==> config.mk <==
export PLATFORM = sky130hd
export DESIGN_NAME = marker_sync_tracker
export DESIGN_NICKNAME = d
export VERILOG_FILES = /design/src/rtl/marker_sync_tracker.sv
export SDC_FILE = /design/constraint.sdc
export NUM_CORES = 2
export LEC_CHECK = 0
export ABC_AREA = 1
export BUFFER_PORTS_ARGS = -buffer_cell sky130_fd_sc_hd__buf_2
export CAP_MARGIN = 25
export CORE_UTILIZATION = 50
export DETAILED_ROUTE_END_ITERATION = 7
export PLACE_DENSITY = 0.75
export RECOVER_POWER = 25
export SLEW_MARGIN = 10
export SYNTH_ARGS = -nofsm -noshare
export SYNTH_HDL_FRONTEND = slang
export SYNTH_SLANG_ARGS = --single-unit
==> constraint.sdc <==
create_clock -name clock -period 2.2 [get_ports clock]
set_input_delay 0.11 -clock clock [delete_from_list [all_inputs] [get_ports clock]]
set_output_delay 0.11 -clock clock [all_outputs]
set_load 0.005 [all_outputs]
==> src/rtl/marker_sync_tracker.sv <==
`default_nettype none
// ============================================================================
// Module   : marker_sync_tracker
// Purpose  : Pairs phase START/END markers committed by a base and a variant
//            core through per-side FIFOs; tracks phase timing and divergence.
// Revision : 1.0 - initial release
// ============================================================================
module marker_sync_tracker #(
   parameter int NCHAN  = 2,
   parameter int NPHASE = 7,
   parameter int DEPTH  = 4,
   parameter int CNT_W  = 32
) (
   input  logic                          clock,
   input  logic                          reset,
   input  logic [NCHAN-1:0]              base_valid,
   input  logic [32*NCHAN-1:0]           base_inst,
   input  logic [NCHAN-1:0]              vnt_valid,
   input  logic [32*NCHAN-1:0]           vnt_inst,
   output logic [NPHASE-1:0]             phase_active_base,
   output logic [NPHASE-1:0]             phase_active_vnt,
   output logic                          evt_valid,
   output logic [$clog2(2*NPHASE)-1:0]   evt_code,
   output logic                          sync,
   output logic                          diverge,
   output logic [$clog2(2*NPHASE)-1:0]   div_code_base,
   output logic [$clog2(2*NPHASE)-1:0]   div_code_vnt,
   output logic                          overflow,
   output logic                          err_pair,
   output logic                          multi_drop,
   input  logic [$clog2(NPHASE)-1:0]     cyc_sel,
   output logic [CNT_W-1:0]              cyc_base,
   output logic [CNT_W-1:0]              cyc_vnt
);

   localparam int              c_CW    = $clog2(2*NPHASE);
   localparam int              c_PW    = $clog2(NPHASE);
   localparam int              c_AW    = $clog2(DEPTH);
   localparam logic [11:0]     c_NCODE = 12'(2*NPHASE);
   localparam logic [c_PW:0]   c_NPH   = (c_PW+1)'(NPHASE);

   // Side index 0 is the base core, 1 is the variant core.
   logic [1:0][NCHAN-1:0]    w_valid;
   logic [1:0][32*NCHAN-1:0] w_inst;
   logic [1:0]               w_empty;
   logic [1:0]               w_err;
   logic [1:0]               w_multi;
   logic [1:0]               w_ovf;
   logic [1:0][c_CW-1:0]     w_head;
   logic [1:0][NPHASE-1:0]   w_act;
   logic [1:0][CNT_W-1:0]    w_cyc;
   logic                     w_pop;

   assign w_valid = {vnt_valid, base_valid};
   assign w_inst  = {vnt_inst, base_inst};
   assign w_pop   = !w_empty[0] && !w_empty[1];

   for (genvar s = 0; s < 2; s++) begin : g_side
      logic [NCHAN-1:0]  w_is_mk;
      logic              w_found;
      logic              w_many;
      logic [c_CW-1:0]   w_code;
      logic [c_PW-1:0]   w_phase;
      logic              w_full;
      logic              w_push;
      logic [c_AW:0]     r_wr;
      logic [c_AW:0]     r_rd;
      logic [c_CW-1:0]   r_mem [DEPTH];
      logic [NPHASE-1:0] r_act;
      logic [CNT_W-1:0]  r_cnt [NPHASE];
      logic [CNT_W-1:0]  r_cyc;

      for (genvar i = 0; i < NCHAN; i++) begin : g_lane
         assign w_is_mk[i] = w_valid[s][i]
                          && (w_inst[s][32*i +: 20] == 20'h02013)
                          && (w_inst[s][32*i+20 +: 12] < c_NCODE);
      end

      // Only the oldest marker lane is honoured; any later one is a drop.
      always_comb begin
         w_found = 1'b0;
         w_many  = 1'b0;
         w_code  = '0;
         for (int i = 0; i < NCHAN; i++) begin
            if (w_is_mk[i]) begin
               if (w_found) begin
                  w_many = 1'b1;
               end else begin
                  w_found = 1'b1;
                  w_code  = w_inst[s][32*i+20 +: c_CW];
               end
            end
         end
      end

      assign w_phase    = w_code[c_CW-1:1];
      assign w_err[s]   = w_found && (w_code[0] ? !r_act[w_phase] : r_act[w_phase]);
      assign w_multi[s] = w_many;

      always_ff @(posedge clock) begin
         if (reset) begin
            r_act <= '0;
            r_cyc <= '0;
            for (int p = 0; p < NPHASE; p++) begin
               r_cnt[p] <= '0;
            end
         end else begin
            for (int p = 0; p < NPHASE; p++) begin
               if (r_act[p] && (r_cnt[p] != '1)) begin
                  r_cnt[p] <= r_cnt[p] + 1'b1;
               end
            end
            if (w_found) begin
               if (!w_code[0]) begin
                  r_act[w_phase] <= 1'b1;
                  r_cnt[w_phase] <= '0;
               end else if (r_act[w_phase]) begin
                  r_act[w_phase] <= 1'b0;
               end
            end
            r_cyc <= ({1'b0, cyc_sel} < c_NPH) ? r_cnt[cyc_sel] : '0;
         end
      end

      assign w_act[s] = r_act;
      assign w_cyc[s] = r_cyc;

      // A full FIFO may still accept a push when its head leaves this cycle.
      assign w_empty[s] = (r_wr == r_rd);
      assign w_full     = (r_wr[c_AW] != r_rd[c_AW]) && (r_wr[c_AW-1:0] == r_rd[c_AW-1:0]);
      assign w_push     = w_found && (!w_full || w_pop);
      assign w_ovf[s]   = w_found && w_full && !w_pop;
      assign w_head[s]  = r_mem[r_rd[c_AW-1:0]];

      always_ff @(posedge clock) begin
         if (reset) begin
            r_wr <= '0;
            r_rd <= '0;
         end else begin
            if (w_push) begin
               r_wr <= r_wr + 1'b1;
            end
            if (w_pop) begin
               r_rd <= r_rd + 1'b1;
            end
         end
      end

      always_ff @(posedge clock) begin
         if (!reset && w_push) begin
            r_mem[r_wr[c_AW-1:0]] <= w_code;
         end
      end
   end

   assign sync              = w_empty[0] & w_empty[1];
   assign phase_active_base = w_act[0];
   assign phase_active_vnt  = w_act[1];
   assign cyc_base          = w_cyc[0];
   assign cyc_vnt           = w_cyc[1];

   always_ff @(posedge clock) begin
      if (reset) begin
         evt_valid     <= 1'b0;
         evt_code      <= '0;
         diverge       <= 1'b0;
         div_code_base <= '0;
         div_code_vnt  <= '0;
         overflow      <= 1'b0;
         err_pair      <= 1'b0;
         multi_drop    <= 1'b0;
      end else begin
         evt_valid <= w_pop;
         if (w_pop) begin
            evt_code <= w_head[0];
            if ((w_head[0] != w_head[1]) && !diverge) begin
               diverge       <= 1'b1;
               div_code_base <= w_head[0];
               div_code_vnt  <= w_head[1];
            end
         end
         overflow   <= overflow   | (|w_ovf);
         err_pair   <= err_pair   | (|w_err);
         multi_drop <= multi_drop | (|w_multi);
      end
   end

endmodule
`default_nettype wire
==> flow_summary.ini <==
[critical_path]
cp.required_ps = 2710
cp-start-kind = flop
r2r_cells = 12
crit_fanout = 12
path_class = reg -> reg
critPathCaptureType = flop
arrival_ps = 2570

[cts]
clk_pin_slew_ps = 60
cts_buffers = 69
clock-root-buffer = clkbuf_16
clockBufferDepth = 3
worst_skew_pair.late_latency_ps = 630
cts.sinks = 591
cts_tree = built
htreeDepth = 3

[power]
clkPwrFrac = 0.493
power.leakage_nw = 15.6
power.switching_mw = 5.80
combPwrFrac = 0.054
ir_drop_v = 0.000577
p_sw_frac = 0.241
p_seq_frac = 0.452
p_per_area_mw_per_mm2 = 607
p_int_mw = 18.2

[logic_synthesis]
ys_top_cells_by_count = nand2_1, nor2_1, inv_1
synth.distinct_cells = 55
async_flop_share = 0
yosys_warnings = 0
synth_largest_area_cell = dfxtp_1
synth_most_common_cell = nand2_1
synth_edf_count = 32
synth.top_cell.area_share = 0.330
synth_seq_cells = 591
seq_area_frac_synth = 0.358
synthFlopType = dfxtp_1
syn-num-nets = 5381
synth_area_mm2 = 0.0339
syn_inst = 5218
synth_area_leaders = dfxtp_1, nand2_1, nor2_1, o21ai_0, inv_1
syn_area_per_cell_um2 = 6.50

[floorplanning]
die_h_um = 262
start_util = 0.505
std_cell_rows = 95
die_w_um = 262
coreArea_mm2 = 0.0672
die-area_mm2 = 0.0689
io_pins = 233

[timing]
period_share = 0.934
worstMarginPinSlew_ps = 787
finalClockSkew_ps = 21.8
hold_viol = 0
holdWs_ps = 26.7
fmax_ghz = 0.487
slew_viol_final = 0
finalSetupViolations = 0
finalCriticalPeriod_ps = 2050
slew_headroom = 0.476

[global_routing]
gr-total-overflow = 0
grt_pass1_wl_mm = 165
grt_pass1_vias = 32228
grt_usage = 0.293
antenna_found_initial = 1
grt_max_degree = 121

[drt]
drt_iter0_markers = 3394
met3_length_mm = 6.37
route.met2.wl_mm = 47.7
post-route-drc-count = 0
top_layer_used = met5
avgViaCountPerCell = 5.40
dr.pass1.iters = 6
wl_per_cell_um = 16.0
met1Wirelength_mm = 44.5
vias = 35047
antenna_left = 0
wirelength_mm = 104

[worst_hold_path]
holdPathStages = 6
min_path_type = in -> reg

[placed_design]
dpl.hpwl_mm = 77.2
io_buffers = 232
placed_cell_area_mm2 = 0.0371
gp_congestion = 0.975
dp_cells = 6356

[cells_and_area]
syn_to_final_growth_pct = 16.9
multi_input_area_mm2 = 0.0185
fin_cells = 6488
antenna_cells = 0
post-route-util = 0.590
regArea_mm2 = 0.0122
fin_nets = 5724
nFillCells = 6375
drive_above_1_share = 0.127
design_area_mm2 = 0.0396

[outcome]
outcome = finished clean

[job]
drv_cap = 0
==> layout make-up <==
cell class / count / share of cell area
clock buffer: 91 / 0.0487
tap: 873 / 0.0276
inverter: 665 / 0.0636
multi-input combinational: 3781 / 0.467
sequential: 591 / 0.307
clock inverter: 34 / 0.0100
timing repair buffer: 453 / 0.0761
==> flip-flops by register name, summed over array words and instances (netlist names), named ones only <==
name           count
multi_drop         1
err_pair           1
div_code_vnt       4
cyc_vnt           32
g_side.r_wr        6
g_side.r_cnt     448
overflow           1
div_code_base      4
evt_valid          1
g_side.r_mem      32
cyc_base          32
evt_code           4
diverge            1
g_side.r_rd        6
==> cells by family (layout without fill, tap and decap cells) <==
group | after synthesis | in the layout | share of synthesized area
flops | 591 | 591 | 0.358
mux | 1 | 1 | 0.000295
fa+ha+maj | 26 | 26 | 0.00959
xor+xnor | 192 | 192 | 0.0496
simple gates | 2747 | 2748 | 0.353
compound gates | 814 | 814 | 0.127
buf+inv | 847 | 1243 | 0.102
==> critical path, stage by stage, from the launching register on <==
cell and delay [ps]:
dfxtp_2 360, ha_1 180, nand2_1 90, nand3b_1 230, nor2_4 150, inv_2 60, nor2_1 100, nand2_1 120
nand2_4 140, buf_6 160, nor2_1 70, o21ai_0 210, nor2_1 70
==> power by group through the flow <==
stage / Combinational (mW) / Sequential, mW / Clock, mW
2_1_floorplan: 0.654 / 11.1 / 0
3_3_place_gp: 1.29 / 11.1 / 0
3_5_place_dp: 1.29 / 11.1 / 0
4_1_cts: 1.30 / 10.9 / 12.0
5_1_grt: 1.40 / 10.9 / 12.5
6_report: 1.31 / 10.9 / 11.9
==> cell usage in the layout, fill, tap and decap left out, drive strengths merged, types with 2 or more instances in the layout <==
master,synthesis,routed
clkinv,5,21
dfxtp,559,559
edfxtp,32,32
o21ai,506,506
or2,3,3
buf,85,402
nor4,18,18
nand3,288,288
nor3,224,224
clkbuf,97,141
ha,26,26
nor2,977,977
nand3b,20,20
a211oi,2,2
xor2,165,165
nor3b,4,4
nand2,1093,1094
bufinv,0,6
clkinvlp,0,6
inv,660,666
o31ai,9,9
nand4,119,119
o211ai,6,6
a21oi,184,184
a31oi,64,64
o22ai,40,40
a31o,2,2
xnor2,27,27
==> stage by stage <==
stage	setup slack [ps]	power (mW)	setup TNS, ps
after floorplan	23.4	11.8	0
after global placement	-209	12.4	-1630
after detailed placement	-260	12.4	-2490
after CTS	31.2	24.2	0
final	146	24.0	0
after global routing	-21.5	24.7	-34.9
==> routing by layer <==
layer / up-vias / track usage
met2: 1173 / 0.488
met3: 264 / 0.0372
met5: - / 0
li1: 17509 / -
met4: 2 / 0.138
met1: 16099 / 0.375
==> worst paths after layout <==
path / startpoint / end / slack (ps)
setup / recovery: g_side[0].r_cnt[3][0]$_SDFFE_PP0P_ / g_side[0].r_cnt[3][12]$_SDFFE_PP0P_ / 150
hold / removal: base_inst[20] / flop / 30
setup reg to reg: g_side[0].r_cnt[3][0]$_SDFFE_PP0P_ / g_side[0].r_cnt[3][12]$_SDFFE_PP0P_ / 150
hold reg to reg: div_code_vnt[1]$_SDFFE_PP0P_ / div_code_vnt[1]$_SDFFE_PP0P_ / 460
==> repair_timing <==
| action | CTS | global route |
|---|---|---|
| gates resized for setup | 0 | 78 |
| setup buffers | 0 | 5 |
| hold endpoints to repair | 6 | 0 |
| hold buffers | 1 | 0 |
| endpoints found under the setup margin | 0 | 148 |
(Power assumes the default switching activity.)
